**src/rtl/keccak_arbiter.sv**
```systemverilog
// Session-level two-requester arbiter in front of a shared keccak_sponge.
// Options: KECCAK_ARB_FIXED_PRIO_EN (requester 0 always wins), KECCAK_ARB_WDOG_EN (drain watchdog).
module keccak_arbiter #(
   parameter int WDOG_CYCLES = 4096
) (
   input  logic        clk,
   input  logic        rst_n,
   input  logic [1:0]  req,
   output logic [1:0]  gnt,
   input  logic [3:0]  r_mode,
   input  logic [1:0]  r_start,
   input  logic [1:0]  r_absorb_valid,
   input  logic [1:0]  r_absorb_last,
   input  logic [15:0] r_absorb_data,
   output logic [1:0]  r_absorb_ready,
   output logic [1:0]  r_squeeze_valid,
   input  logic [1:0]  r_squeeze_ready,
   output logic [7:0]  r_squeeze_data,
   output logic [1:0]  k_mode,
   output logic        k_start,
   output logic        k_absorb_valid,
   output logic        k_absorb_last,
   output logic [7:0]  k_absorb_data,
   input  logic        k_absorb_ready,
   input  logic [7:0]  k_squeeze_data,
   input  logic        k_squeeze_valid,
   output logic        k_squeeze_ready,
   input  logic        k_busy,
   output logic        wdog_err
);

   typedef enum logic [1:0] {IDLE, OWN, DRAIN} state_t;

   state_t     state;
   logic       owner;
   logic [1:0] last_mode;
   logic       pick;
   logic       wdog_fire;

`ifdef KECCAK_ARB_FIXED_PRIO_EN
   assign pick = ~req[0];
`else
   logic rr_ptr;

   assign pick = (req == 2'b11) ? rr_ptr : req[1];

   always_ff @(posedge clk or negedge rst_n) begin
      if (!rst_n) begin
         rr_ptr <= 1'b0;
      end else if (state == OWN && !req[owner]) begin
         rr_ptr <= ~owner;
      end
   end
`endif

`ifdef KECCAK_ARB_WDOG_EN
   localparam int CW = $clog2(WDOG_CYCLES + 1);
   logic [CW-1:0] wdog_cnt;

   // Fires on the WDOG_CYCLES-th consecutive busy DRAIN cycle.
   assign wdog_fire = (state == DRAIN) && k_busy && (wdog_cnt == CW'(WDOG_CYCLES - 1));

   always_ff @(posedge clk or negedge rst_n) begin
      if (!rst_n) begin
         wdog_cnt <= '0;
         wdog_err <= 1'b0;
      end else begin
         if (state == DRAIN && k_busy && !wdog_fire) wdog_cnt <= wdog_cnt + 1'b1;
         else                                        wdog_cnt <= '0;
         if (wdog_fire) wdog_err <= 1'b1;
      end
   end
`else
   logic unused_wdog;
   assign unused_wdog = ^WDOG_CYCLES;
   assign wdog_fire   = 1'b0;
   assign wdog_err    = 1'b0;
`endif

   // NOTE: async active-low reset; every register, including last_mode, has a defined reset value.
   always_ff @(posedge clk or negedge rst_n) begin
      if (!rst_n) begin
         state     <= IDLE;
         owner     <= 1'b0;
         gnt       <= 2'b00;
         last_mode <= 2'b00;
      end else begin
         case (state)
            IDLE: begin
               if (|req) begin
                  owner <= pick;
                  gnt   <= pick ? 2'b10 : 2'b01;
                  state <= OWN;
               end
            end
            OWN: begin
               last_mode <= r_mode[{owner, 1'b0} +: 2];
               if (!req[owner]) begin
                  gnt   <= 2'b00;
                  state <= DRAIN;
               end
            end
            DRAIN: begin
               if (!k_busy || wdog_fire) state <= IDLE;
            end
            default: state <= IDLE;
         endcase
      end
   end

   // NOTE: every output gets a default first so no path through the case infers a latch.
   always_comb begin
      k_mode          = 2'b00;
      k_start         = 1'b0;
      k_absorb_valid  = 1'b0;
      k_absorb_last   = 1'b0;
      k_absorb_data   = 8'h00;
      k_squeeze_ready = 1'b0;
      r_absorb_ready  = 2'b00;
      r_squeeze_valid = 2'b00;
      case (state)
         OWN: begin
            k_mode                 = r_mode[{owner, 1'b0} +: 2];
            k_start                = r_start[owner];
            k_absorb_valid         = r_absorb_valid[owner];
            k_absorb_last          = r_absorb_last[owner];
            k_absorb_data          = r_absorb_data[{owner, 3'b000} +: 8];
            k_squeeze_ready        = r_squeeze_ready[owner];
            r_absorb_ready[owner]  = k_absorb_ready;
            r_squeeze_valid[owner] = k_squeeze_valid;
         end
         DRAIN: begin
            // Swallow any stray squeeze bytes while the sponge finishes.
            k_mode          = last_mode;
            k_squeeze_ready = 1'b1;
         end
         default: ;
      endcase
   end

   assign r_squeeze_data = k_squeeze_data;

endmodule

```
**config.mk**
```make
export PLATFORM = sky130hd
export DESIGN_NAME = keccak_arbiter
export DESIGN_NICKNAME = d
export VERILOG_FILES = /design/src/rtl/keccak_arbiter.sv
export SDC_FILE = /design/constraint.sdc
export NUM_CORES = 1
export LEC_CHECK = 0
export CORE_MARGIN = 2
export CORE_UTILIZATION = 35
export CTS_BUF_LIST = sky130_fd_sc_hd__clkbuf_4
export CTS_CLUSTER_DIAMETER = 100
export DETAILED_ROUTE_END_ITERATION = 10
export GPL_ROUTABILITY_DRIVEN = 0
export HOLD_SLACK_MARGIN = 0.08
export PLACE_DENSITY = 0.88
export RECOVER_POWER = 25
export SLEW_MARGIN = 15
export SYNTH_ARGS = -nofsm -noshare
export SYNTH_HDL_FRONTEND = slang
export SYNTH_SLANG_ARGS = --single-unit
```
**constraint.sdc**
```tcl
create_clock -name clk -period 2.8 [get_ports clk]
set_input_delay 0.56 -clock clk [delete_from_list [all_inputs] [get_ports clk]]
set_output_delay 0.56 -clock clk [all_outputs]
set_load 0.01 [all_outputs]
```
---- Yosys cells after proc, flatten, opt, wreduce, memory -nomap -nowiden ----
Index checks and enable logic that the tools add are counted.
cells by class
  add/subtract/negate cells ............... 0
  $mul .................................... 0
  divide/modulo/power cells ............... 0
  magnitude comparators ................... 2
  equality and inequality tests ........... 6
  shift operators ......................... 2
  mux-type cells .......................... 29
  bitwise operators ....................... 3
  reductions and logical operators ........ 9
operators with widths
  cell                                                                   count
  2-bit two-way mux                                                      8
  16-bit by 5-bit variable part select with 8-bit output                 1
  1-bit two-way mux                                                      15
  8-bit two-way mux                                                      1
  2-bit one-hot mux with 2 select lines                                  2
  2-bit inequality test, second input constant                           3
  2-bit one-hot mux with 3 select lines                                  1
  3-bit AND reduction                                                    2
  2-bit bitwise AND                                                      2
  2-bit equality test, second input constant                             2
  4-bit by 3-bit variable part select with 2-bit output                  1
  2-bit by 1-bit equality test with 1-bit output, second input constant  1
  1-bit logical AND                                                      2
  2-bit logical NOT                                                      1
  1-bit by 2-bit < comparator with 1-bit output, second input constant   1
  1-bit one-hot mux with 2 select lines                                  1
  2-bit AND reduction                                                    1
  2-bit nonzero test                                                     1
  2-bit OR reduction                                                     1
  1-bit demux with 1-bit select                                          1
  1-bit greater-or-equal comparator, second input constant               1
  1-bit logical NOT                                                      1
  1-bit inverter                                                         1
word-level totals
  bits in registers ....................... 8
  bits in latches ......................... 0
  RAM bits ................................ 0
  bits in read-only memories .............. 0
  output and inout bits ................... 29
  memories kept ........................... 0

---- Logic depth before layout (Yosys ltp) ----
Gate-level depths: netlist of the first run.
  depth after elaboration ................. 6
  mapped depth ............................ 6
  depth with buffers taken out ............ 5

---- Least setup slack after synthesis of the first run ----
Ideal clock, no wire load.
  path kind ............................... register to output
  from .................................... reg state[1]
  to ...................................... out k_absorb_data[0]
  arrival time ............................ 1.232 ns
  path slack .............................. 1.008 ns
  cell stages (with the launch flop) ...... 7
  path buffers ............................ 2
  cell sequence ........................... dfrtp_1 > inv_1 > ha_1 > buf_2 > inv_2 > clkbuf_1 > nor2_1
between the ends
  word-level cells in the longest chain between the ends .. 2
ends and longest elaborated chain
  what                                            RTL line  source
  start, declared                                 34        state_t state;
  start signal, assigned                          83        state <= IDLE;
  start signal, assigned                          93        state <= OWN;
  start signal, assigned                          100       state <= DRAIN;
  2-bit by 1-bit equality test with 1-bit output  121       case (state)
  8-bit two-way mux                               121
  end, declared                                   23        output logic [7:0] k_absorb_data,
No other way between the ends.

---- Final worst setup path of the first run ----
  from .................................... reg state[1]
  to ...................................... out k_absorb_valid
between the ends
  word-level cells in the longest chain between the ends .. 2
ends and longest elaborated chain
  what                                            RTL line  source
  2-bit by 1-bit equality test with 1-bit output  121
  1-bit two-way mux                               121
  end, declared                                   21        output logic k_absorb_valid,
No other way between the ends.

==> summary.txt, run 1 <==
STA
  – Fmax: approximately 400 MHz
  – Final setup viols: 0
  – RSZ-0062 raised after global routing: no
  – Fin worst setup slack: roughly 280 ps
  – Worst Skew: 10.1 ps
  – Tmin final: 2520 ps
  – Final hold vios: 0
  – Fin. max-slew vios: 0
  – Final period utilization: 90.1%
  – Setup_tns: 0 ps

GRT
  – Grt total ovfl: 0
  – Initial antenna violation count: 0
  – GRT Total Usage: a little under a fifth
  – Largest net degree at the start of global routing: 15
  – Vias in the first global route: 894
  – First-pass GRT wire length: 3780 um

Floorplan
  – Starting Density: 37.1%
  – Die Y: roughly 53 um
  – X dimension of the die: 52.6 um
  – I/O pin total: between 70 and 80
  – Row cnt: 17
  – Die ar.: around 2800 um^2
  – Area of the core: approximately 2200 um^2

Setup path
  – CP Launch Point: state[1]
  – Worst r2r path cells: 5
  – CP Max Fanout: 14
  – CP Capture Type: primary output
  – Crit path required time: approximately 2200 ps
  – CP Data Arrival Time: 1960 ps
  – R2R Path End: state[0]
  – RR Startpoint: state[1]
  – Critical path class: reg2out
  – Startpoint types: flop
  – R2R setup slack: between 1000 and 1500 ps

Finish
  – Synth-to-Final Area Change: 62.5%
  – Layout Utilization: 60.3%
  – N_diodes: 0
  – Nets: around 190
  – Layout cells sized above 1: 6.99%

Placement
  – Port-buffer cells: 54
  – HPWL Detailed: 1960 um
  – Pre-CTS setup slack: just under 300 ps

Route
  – Wirelength per Cell: between 10 and 15 um
  – Via/cell ratio: between 4 and 5
  – Drt total wl: ~2300 um
  – Routed vias: 851
  – Iteration-0 DRC Markers: 21
  – DRT Pass-1 Iters: 5
  – DRC violations left: 0
  – DRT antenna net count: 0

Clock tree
  – Clk_lat worst skew: roughly 250 ps
  – Clock Path Buffers: 2
  – Total number of H-tree levels: 1
  – Num CTS Buffers: 3
  – CTS Hold Bufs: 0
  – Clock transition at the registers of the reported paths: roughly 60 ps
  – Sink Count: 8
  – CTS Root Cell: clkbuf_4
  – TritonCTS clock tree: done

Power and ir drop
  – Leak: between 0.5 and 0.6 nW
  – Peak supply drop: around 0.53 mV
  – Pwr Total: between 1 and 1.5 mW
  – Power Density: about 860 nW/um^2

Synth
  – Dominant cells by area after synthesis: dfrtp_1, mux2i_1, buf_4, mux2_1, nor2_1
  – Yosys top cell by area: dfrtp_1
  – Commonest register cell after synthesis: dfrtp_1
  – Main combinational cell family by area after synthesis: multiplexers
  – Syn_area_per_cell: 8.37 um^2
  – Mux contribution to synthesized area: a little under a quarter
  – Unique masters post-synth: 27
  – Count leader, synth: nor2_1
  – Synth top cells by count: nor2_1, mux2i_1, buf_4
  – Post-synth top area share: between 20% and 30%
  – Simple logic cell fraction of the synthesized area: 16.5%
  – #FFs+latches synth: 8
  – Net Count, Synth: between 100 and 150
  – Synth Area in Adders: 6.04%
  – Post-Syn Area: between 800 and 900 um^2
  – Post-synthesis sequential area ratio: 24.2%
  – Synthesis Warnings: 0
  – XOR/XNOR Fraction of Synth Area: 0%
  – Post-Syn Instances: 99
  – Post-synth ARST share: 100%
  – EDFF count, synth: 0
  – Synth Area in Compound Gates: between 10% and 20%

Status
  – Outcome: completed

Min path
  – Hold Path Stages: 1
  – Worst hold path class: reg2reg
  – Hold_sp: state[1]
  – Hold endpoint: state[1]

Flow run
  – Max_cap viols: 0
==> per-layer routing <==
| metal | vias to the layer above | global-route usage [%] | share of wire (%) |
|---|---|---|---|
| li1 | 415 | - | - |
| met5 | - | 0 | 0 |
| met4 | 0 | 8.55 | 2.4 |
| met1 | 383 | 21.3 | 39 |
| met2 | 43 | 32.9 | 51 |
| met3 | 10 | 5.43 | 6.9 |
==> cells by family (layout without fill, tap and decap cells) <==
group | count (synthesis) | after routing
other | 1 | 1
multiplexers | 18 | 18
AO/OA/AOI/OAI | 16 | 16
buffers and inverters | 22 | 66
adder cells (fa/ha/maj) | 4 | 4
AND/OR/NAND/NOR | 30 | 30
flip-flops | 8 | 8
==> metrics by stage <==
stage / hold slack [ps] / cells / area (um^2)
6_report: 518 / 171 / 1350
2_1_floorplan: 264 / 99 / 828
3_3_place_gp: 497 / 168 / 1320
4_1_cts: 521 / 171 / 1340
3_5_place_dp: 508 / 168 / 1320
5_1_grt: 541 / 171 / 1350
==> flip-flops by register name (all words and copies together), names as in the netlist <==
signal / flops
last_mode: 2
state: 2
rr_ptr: 1
owner: 1
gnt: 2
==> worst max path at each step <==
stage                       end  slack (ps)  cells after the start
6_report         k_absorb_valid         280                      5
4_1_cts          k_absorb_valid          90                      5
5_1_grt        k_absorb_data[7]         160                      5
3_5_place_dp          k_mode[0]         300                      5
2_1_floorplan  k_absorb_data[0]        1010                      6
3_3_place_gp    k_squeeze_ready         300                      5
==> layout make-up <==
type	instances	area, um^2
clock buffers	3	22.5
fillers	218	887
inverters	7	26.3
multi-input cells	69	507
flip-flops and latches	8	200
well taps	28	35.0
repair buffers	56	556
==> cells in the final DEF, fill, tap and decap left out, types with 3 or more instances in the layout <==
cell type,count
clkdlybuf4s50_1,53
nor2_1,14
mux2i_1,11
nand2_1,9
dfrtp_1,8
inv_1,6
mux2_1,6
o21ai_1,4
a21oi_1,3
ha_1,3
clkbuf_4,3
==> what timing repair did <==
action | CTS | global route
endpoints found under the setup margin | 0 | 3
buffers inserted | 0 | 0
resized for setup | 0 | 1
==> critical path, cell delays in order, from the launching register on <==
cell and delay [ps]:
dfrtp_1 390, inv_1 110, ha_2 340, inv_2 170
nor2_1 140, clkdlybuf4s50_1 560
==> report_power, final <==
group | switching, mW | total [mW] | leakage, nW | internal (mW)
sequential | 0.0356 | 0.206 | 0.0962 | 0.170
clock | 0.0389 | 0.0879 | 0.0138 | 0.0490
combinational | 0.408 | 0.858 | 0.464 | 0.450
total | 0.482 | 1.15 | 0.574 | 0.669
Power figures use the tool's default switching activity.
==> run 2: changes to the inputs <==
--- a/config.mk
+++ b/config.mk
@@ -14,6 +14,7 @@
 export HOLD_SLACK_MARGIN = 0.08
 export PLACE_DENSITY = 0.88
 export RECOVER_POWER = 25
+export SKIP_CTS_REPAIR_TIMING = 1
 export SLEW_MARGIN = 15
 export SYNTH_ARGS = -nofsm -noshare
 export SYNTH_HDL_FRONTEND = slang
==> results of run 2 <==
Same layout as run 1: the final DEF is identical, and so are final timing and power.
